**config.mk**
```make
export PLATFORM = sky130hd
export DESIGN_NAME = typec_rx_dispatch
export DESIGN_NICKNAME = d
export VERILOG_FILES = /design/src/rtl/typec_rx_dispatch.sv
export SDC_FILE = /design/constraint.sdc
export NUM_CORES = 1
export LEC_CHECK = 0
export ABC_AREA = 1
export BUFFER_PORTS_ARGS = -buffer_cell sky130_fd_sc_hd__clkbuf_2
export CORE_ASPECT_RATIO = 1.2
export CORE_MARGIN = 3
export CORE_UTILIZATION = 40
export CTS_BUF_LIST = sky130_fd_sc_hd__clkbuf_4 sky130_fd_sc_hd__clkbuf_8
export CTS_CLUSTER_DIAMETER = 150
export CTS_CLUSTER_SIZE = 25
export DETAILED_ROUTE_END_ITERATION = 7
export PLACE_DENSITY = 0.63
export SLEW_MARGIN = 20
export SYNTH_ARGS = -nofsm -noshare
export SYNTH_HDL_FRONTEND = slang
export SYNTH_SLANG_ARGS = --single-unit
```
**constraint.sdc**
```tcl
create_clock -name clk -period 2.9 [get_ports clk]
set_input_delay 0.29 -clock clk [delete_from_list [all_inputs] [get_ports clk]]
set_output_delay 0.29 -clock clk [all_outputs]
set_load 0.03 [all_outputs]
```
**src/rtl/typec_rx_dispatch.sv**
```systemverilog
// Type-C receive dispatcher: consumes receiver results, updates link configuration
// registers, raises data requests and hands ACK/NAK/STALL replies to the transmitter.
module typec_rx_dispatch #(
  parameter int          MAX_RETRY = 2,
  parameter logic [15:0] TIMEOUT   = 16'd50000
) (
  input  logic       clk,
  input  logic       rst,
  input  logic       rx_fs,
  output logic       rx_fd,
  input  logic [3:0] btype,
  input  logic [3:0] bdata,
  input  logic [7:0] filter,
  input  logic       data_busy,
  output logic       tx_fs,
  output logic [3:0] tx_btype,
  input  logic       tx_fd,
  output logic [3:0] dev_idx,
  output logic [3:0] param_idx,
  output logic [7:0] filter_cfg,
  output logic       cfg_upd,
  output logic       data_req,
  output logic       link_err
);

  localparam logic [3:0] BT_ACK    = 4'h1;
  localparam logic [3:0] BT_NAK    = 4'h2;
  localparam logic [3:0] BT_STALL  = 4'h3;
  localparam logic [3:0] BT_DIDX   = 4'h5;
  localparam logic [3:0] BT_DPARAM = 4'h6;
  localparam logic [3:0] BT_DDIDX  = 4'h7;
  localparam logic [3:0] BT_ERROR  = 4'hF;
  localparam logic [7:0] RETRY_MAX = 8'(MAX_RETRY);

  // Handshakes: each side raises its fs level and holds it until the peer's fd
  // level is seen; the peer then holds fd until fs drops.
  typedef enum logic [2:0] {
    S_IDLE, S_LATCH, S_DECODE, S_RESP, S_RDONE
  } state_e;

  state_e      state_q, state_d;
  logic [3:0]  btype_q, btype_d;
  logic [3:0]  bdata_q, bdata_d;
  logic [7:0]  filter_q, filter_d;
  logic        rx_fd_q, rx_fd_d;
  logic        tx_fs_q, tx_fs_d;
  logic [3:0]  tx_btype_q, tx_btype_d;
  logic [3:0]  dev_idx_q, dev_idx_d;
  logic [3:0]  param_idx_q, param_idx_d;
  logic [7:0]  filter_cfg_q, filter_cfg_d;
  logic        cfg_upd_q, cfg_upd_d;
  logic        data_req_q, data_req_d;
  logic        link_err_q, link_err_d;
  logic [7:0]  retry_q, retry_d;
  logic [3:0]  last_q, last_d;
  logic [15:0] cnt_q, cnt_d;

  logic        do_reply;
  logic        resend;
  logic [3:0]  reply;

  always_ff @(posedge clk or posedge rst) begin
    if (rst) begin
      state_q      <= S_IDLE;
      btype_q      <= '0;
      bdata_q      <= '0;
      filter_q     <= '0;
      rx_fd_q      <= 1'b0;
      tx_fs_q      <= 1'b0;
      tx_btype_q   <= '0;
      dev_idx_q    <= '0;
      param_idx_q  <= '0;
      filter_cfg_q <= '0;
      cfg_upd_q    <= 1'b0;
      data_req_q   <= 1'b0;
      link_err_q   <= 1'b0;
      retry_q      <= '0;
      last_q       <= BT_ACK;
      cnt_q        <= '0;
    end else begin
      state_q      <= state_d;
      btype_q      <= btype_d;
      bdata_q      <= bdata_d;
      filter_q     <= filter_d;
      rx_fd_q      <= rx_fd_d;
      tx_fs_q      <= tx_fs_d;
      tx_btype_q   <= tx_btype_d;
      dev_idx_q    <= dev_idx_d;
      param_idx_q  <= param_idx_d;
      filter_cfg_q <= filter_cfg_d;
      cfg_upd_q    <= cfg_upd_d;
      data_req_q   <= data_req_d;
      link_err_q   <= link_err_d;
      retry_q      <= retry_d;
      last_q       <= last_d;
      cnt_q        <= cnt_d;
    end
  end

  always_comb begin
    state_d      = state_q;
    btype_d      = btype_q;
    bdata_d      = bdata_q;
    filter_d     = filter_q;
    rx_fd_d      = rx_fd_q;
    tx_fs_d      = tx_fs_q;
    tx_btype_d   = tx_btype_q;
    dev_idx_d    = dev_idx_q;
    param_idx_d  = param_idx_q;
    filter_cfg_d = filter_cfg_q;
    cfg_upd_d    = 1'b0;
    data_req_d   = 1'b0;
    link_err_d   = link_err_q;
    retry_d      = retry_q;
    last_d       = last_q;
    cnt_d        = cnt_q;
    do_reply     = 1'b0;
    resend       = 1'b0;
    reply        = BT_ACK;

    case (state_q)
      S_IDLE: begin
        if (rx_fs) begin
          btype_d  = btype;
          bdata_d  = bdata;
          filter_d = filter;
          rx_fd_d  = 1'b1;
          state_d  = S_LATCH;
        end
      end

      S_LATCH: begin
        if (!rx_fs) begin
          rx_fd_d = 1'b0;
          state_d = S_DECODE;
        end
      end

      S_DECODE: begin
        case (btype_q)
          BT_DIDX: begin
            dev_idx_d = bdata_q;
            cfg_upd_d = 1'b1;
            do_reply  = 1'b1;
            reply     = BT_ACK;
          end
          BT_DPARAM: begin
            param_idx_d  = bdata_q;
            filter_cfg_d = filter_q;
            cfg_upd_d    = 1'b1;
            do_reply     = 1'b1;
            reply        = BT_ACK;
          end
          BT_DDIDX: begin
            do_reply = 1'b1;
            if (bdata_q != dev_idx_q) begin
              reply = BT_STALL;
            end else if (data_busy) begin
              reply = BT_NAK;
            end else begin
              data_req_d = 1'b1;
              reply      = BT_ACK;
            end
          end
          BT_ERROR: begin
            do_reply = 1'b1;
            reply    = BT_NAK;
          end
          BT_ACK: begin
            retry_d    = '0;
            link_err_d = 1'b0;
          end
          BT_NAK: begin
            if (retry_q < RETRY_MAX) begin
              retry_d  = retry_q + 8'd1;
              do_reply = 1'b1;
              resend   = 1'b1;
              reply    = last_q;
            end else begin
              link_err_d = 1'b1;
              retry_d    = '0;
            end
          end
          BT_STALL: link_err_d = 1'b1;
          default: ;
        endcase

        if (do_reply) begin
          tx_fs_d    = 1'b1;
          tx_btype_d = reply;
          cnt_d      = '0;
          state_d    = S_RESP;
          // A resend keeps the retry history; any fresh reply restarts it.
          if (!resend) begin
            retry_d = '0;
            last_d  = reply;
          end
        end else begin
          state_d = S_IDLE;
        end
      end

      S_RESP: begin
        if (tx_fd) begin
          tx_fs_d = 1'b0;
          state_d = S_RDONE;
        end else if (cnt_q == TIMEOUT - 16'd1) begin
          tx_fs_d    = 1'b0;
          link_err_d = 1'b1;
          state_d    = S_IDLE;
        end else if (cnt_q != 16'hFFFF) begin
          cnt_d = cnt_q + 16'd1;
        end
      end

      S_RDONE: begin
        if (!tx_fd) begin
          state_d = S_IDLE;
        end
      end

      default: state_d = S_IDLE;
    endcase
  end

  assign rx_fd      = rx_fd_q;
  assign tx_fs      = tx_fs_q;
  assign tx_btype   = tx_btype_q;
  assign dev_idx    = dev_idx_q;
  assign param_idx  = param_idx_q;
  assign filter_cfg = filter_cfg_q;
  assign cfg_upd    = cfg_upd_q;
  assign data_req   = data_req_q;
  assign link_err   = link_err_q;

endmodule

```
* Word-level counts from Yosys, hierarchy flattened *
Cells that the tools add are included.

word-level totals
  memory bits (writable) = 0
  output and inout port bits = 25
  input bits = 21
  latch bits = 0
  bits in read-only memories = 0
  bits in registers = 72
  logic and storage cells = 103
  memories kept = 0

operators by class
  mux-type cells = 43
  reduce and logical (&&, ||, !) cells = 15
  shift operators = 0
  $mul = 0
  $add $sub $neg = 2
  equality and inequality tests = 25
  divide/modulo/power cells = 0
  bitwise logic cells = 1
  order comparisons = 1

operators by type and width
  cell                   count
  $mux 16                4
  $pmux 16 s2            1
  $mux 8                 3
  $mux 1                 18
  $add 16x1->16 const B  1
  $eq 16x16->1 const B   1
  $ne 16x16->1 const B   1
  $ne 2x2->1 const B     8
  $pmux 8 s2             1
  $mux 3                 5
  $pmux 3 s5             1
  $eq 4x3->1 const B     3
  $pmux 4 s3             1
  $reduce_and 5->1       2
  $reduce_and 3->1       3
  $add 8x1->8 const B    1
  $eq 4x2->1 const B     2
  $lt 8x2->1 const B     1
  $pmux 1 s2             4
  $reduce_and 2->1       4
  $eq 3x2->1 const B     2
  $mux 2                 3
  $ne 3x3->1 const B     2
  $eq 4x1->1 const B     1
  13 further kinds       14

* Longest topological paths before layout *
  depth after elaboration = 6
  gate-level depth with buffers = 11
  mapped depth without buffers = 10

* Worst setup path after synthesis *
No wires, ideal clock.

  path kind = reg2reg
  from = reg cnt_q[0]
  to = reg cnt_q[7]
  data required time = 2,783 ps
  setup time = 117 ps
  stages on the path, launching flop included = 10
  arrival time = 1,486 ps
  period minus slack after synthesis = 1,603 ps
  path buffers = 1
  setup slack = 1,297 ps
  cell sequence = dfrtp_1 > ha_1 > nand2_1 > nor2_1 > nand4_1 > nand2_1 > nand2_2 > buf_2 > nand3_1 > nand2_1

between the ends
  longest elaborated chain between the ends = 5
  elaborated cells on any way between the ends = 10
  classes of those cells = add/sub (1); eq/ne (4); mux (4); reduce/logical (1)

ends and longest elaborated chain
  element                 line  text
  from (decl)             56    logic [15:0] cnt_q, cnt_d;
  from (signal assigned)  96    cnt_q <= cnt_d;
  $add 16x1->16           212   cnt_d = cnt_q + 16'd1;
  $mux 16                 211   end else if (cnt_q != 16'hFFFF) begin
  $mux 16                 207   end else if (cnt_q == TIMEOUT - 16'd1) begin
  $mux 16                 204   if (tx_fd) begin
  $pmux 16 s2             121   case (state_q)

Several ways; a longest one is shown, not always the timed one. The select of a mux whose other input is x is not followed.
A chain may end at the register's enable or synchronous reset.

* Final worst setup path *
  from = reg cnt_q[0]
  to = reg cnt_q[11]

Same word-level chain as after synthesis.

==> metrics.yaml <==
drc: 0
totalWireLength_mm: 8.35
worstSetupStartpointType: "flop"
setup_violations: 0
antenna_cells: 0
dr.pass1.iters: 5
hp-class: "in2async"
final_util_pct: 48.2
gp_congestion: 0.882
synthTopCellsByArea: "dfrtp_1 (48%), nand2_1 (16%), nor2_1 (8.0%)"
synthTopCellsByCount: "nand2_1 (153), nor2_1 (79), dfrtp_1 (71)"
cp_cell_sequence: "ha_1, nand2_1, nor2_1, nand4_1, nand2_1, nand2_2, nand2_4, nand2_1, nand2_1"
routed_via_density: 4.87
ant_nets: 0
dp_slack_ps: 1040
grt_first_pass_wirelength_mm: 14.7
grt_max_degree: 45
crit_top_cell: "nand2_1"
grt_pass1_vias: 3190
reg2reg_from: "cnt_q[0]"
syn_nets: 517
drive_gt1_share_pct: 14.7
slew_viol_final: 0
end_kind: "flop"
setup_tns_ps: 0
insertion_delay_ps: 350
worst_ep_required_time_ps: 3190
core_area_sq_um: 8800
h-tree-depth: 3
cts_resized: 0
netlist_area_sq_um: 3690
status: "complete, no violations"
cts_tree: "built"
ir_drop_mv: 0.519
yosysSeqAreaShare_pct: 48.8
cts.root.buffer_cell: "clkbuf_8"
nets: 562
worstSetupPathType: "reg2reg"
finClkSkew_ps: 7.77
syn_to_final_growth_pct: 14.7
grt_antenna_before_repair: 0
wire_per_inst_microns: 12.6
final.fill_count: 924
clk_pin_slew_worst_paths_ps: 70
cts_setup_buffers: 0
netlist_instances: 494
portBuffers: 45
grt-ovfl-total: 0
hpwl_mm: 5.90
period_minus_slack_ps: 1930
die_x_microns: 93.7
syn_area_per_cell_sq_um: 7.47
grt_setup_unrepaired: "false"
p_leak_uw: 0.00215
worst_pin_slew_ps: 657
cts-buffers-inserted: 9
synth_top_area_share_pct: 48.1
cpPeakStageDelay_ps: 430
yosysTopAreaCell: "dfrtp_1"
period_share_pct: 66.7
startpoint: "cnt_q[0]"
chipHeight_microns: 111
hold_viol_final: 0
synth_edf_count: 0
cp.arrival_ps: 2220
hold_buffers: 0
layout_setup_ws_ps: 966
vias: 3222
fin_area_sq_um: 4240
dpl_cell_area_sq_um: 4030
synth_cell_types: 31
drt_iter0_drc: 151
ys_warn_count: 0
slowest_stage: "dfrtp_1"
globalRouteTotalUtil_pct: 17.6
slew_headroom_pct: 56.1
ys_ff_latch: 72
power.density_nw_per_um2: 857
rows: 37
die_area_sq_um: 10400
synth_most_common_cell: "nand2_1"
max_freq_mhz: 517
cp_max_fo: 16
cts_num_sinks: 72
clk_path_buf_depth: 2
initial_core_util_pct: 42.0
synth_flop_cell: "dfrtp_1"
ios: 46
drv_cap: 0
synthArstFlopShare_pct: 100
sequential cells by signal (all words and copies together) (netlist names):
register / count
cfg_upd: 1
filter_q: 8
param_idx: 4
tx_btype: 4
tx_fs: 1
cnt_q: 16
data_req: 1
retry_q: 8
btype_q: 4
dev_idx: 4
link_err: 1
filter_cfg: 8
state_q: 3
last_q: 4
rx_fd: 1
bdata_q: 4
power breakdown:
group	switching, uW	total, uW	internal [uW]
clock	380	821	441
sequential	187	1480	1290
combinational	945	1330	386
stage by stage:
| stage | power (uW) | hold WS [ps] | instances |
|---|---|---|---|
| floorplan | 2480 | 445 | 494 |
| global placement | 2800 | 393 | 645 |
| detailed placement | 2840 | 405 | 645 |
| CTS | 3670 | 16.1 | 661 |
| global route | 3920 | 60.3 | 661 |
| finish | 3630 | 8.48 | 661 |
cell usage in the layout (no fill, tap or decap), types with 9 or more instances in the layout:
cell / synthesis / final
a21oi_1: 19 / 19
clkbuf_2: 0 / 45
clkbuf_8: 0 / 11
nor2_1: 79 / 79
o21ai_0: 29 / 29
xor2_1: 9 / 9
nand4_1: 12 / 12
nand2_1: 153 / 153
nand3_1: 34 / 34
inv_1: 46 / 45
dfrtp_1: 71 / 71
critical path: cells and delay by family (launching register included):
family | cells | cell delay [ps]
simple gates | 8 | 1210
fa+ha+maj | 1 | 260
flops | 1 | 430
cell families after synthesis:
family | Yosys count | synth area share (%)
xor gates and xnor gates | 10 | 2.37
DFF | 72 | 48.8
and+or+nand+nor | 294 | 33.7
adders and majority gates | 2 | 0.678
AOI/OAI and AO/OA | 53 | 7.56
buffers and inverters | 63 | 6.88
final cells by class:
| cell class | count | area, sq um | share of cell area [%] |
|---|---|---|---|
| inverter | 49 | 184 | 4.34 |
| multi-input combinational | 359 | 1640 | 38.6 |
| timing repair buffer | 48 | 260 | 6.14 |
| clock inverter | 5 | 55.1 | 1.30 |
| sequential | 72 | 1800 | 42.6 |
| clock buffer | 11 | 151 | 3.57 |
| tap | 117 | 146 | 3.46 |
layer usage:
layer | GRT usage, % | vias to the layer above | part of all wire, %
li1 | - | 1646 | -
met1 | 23.5 | 1485 | 46
met2 | 26.8 | 80 | 47
met3 | 4.55 | 11 | 5.3
met4 | 7.80 | 0 | 1.9
met5 | 0 | - | 0
final timing paths:
path	slack, ps	cells after the start	to
setup / recovery	970	9	cnt_q[11]
hold / removal	8	2	cnt_q[3]
setup reg to reg	970	9	cnt_q[11]
hold reg to reg	470	2	last_q[0]
max in group asynchronous	2160	3	last_q[0]
min in group clk	180	3	filter_q[3]
(Power assumes the default switching activity.)
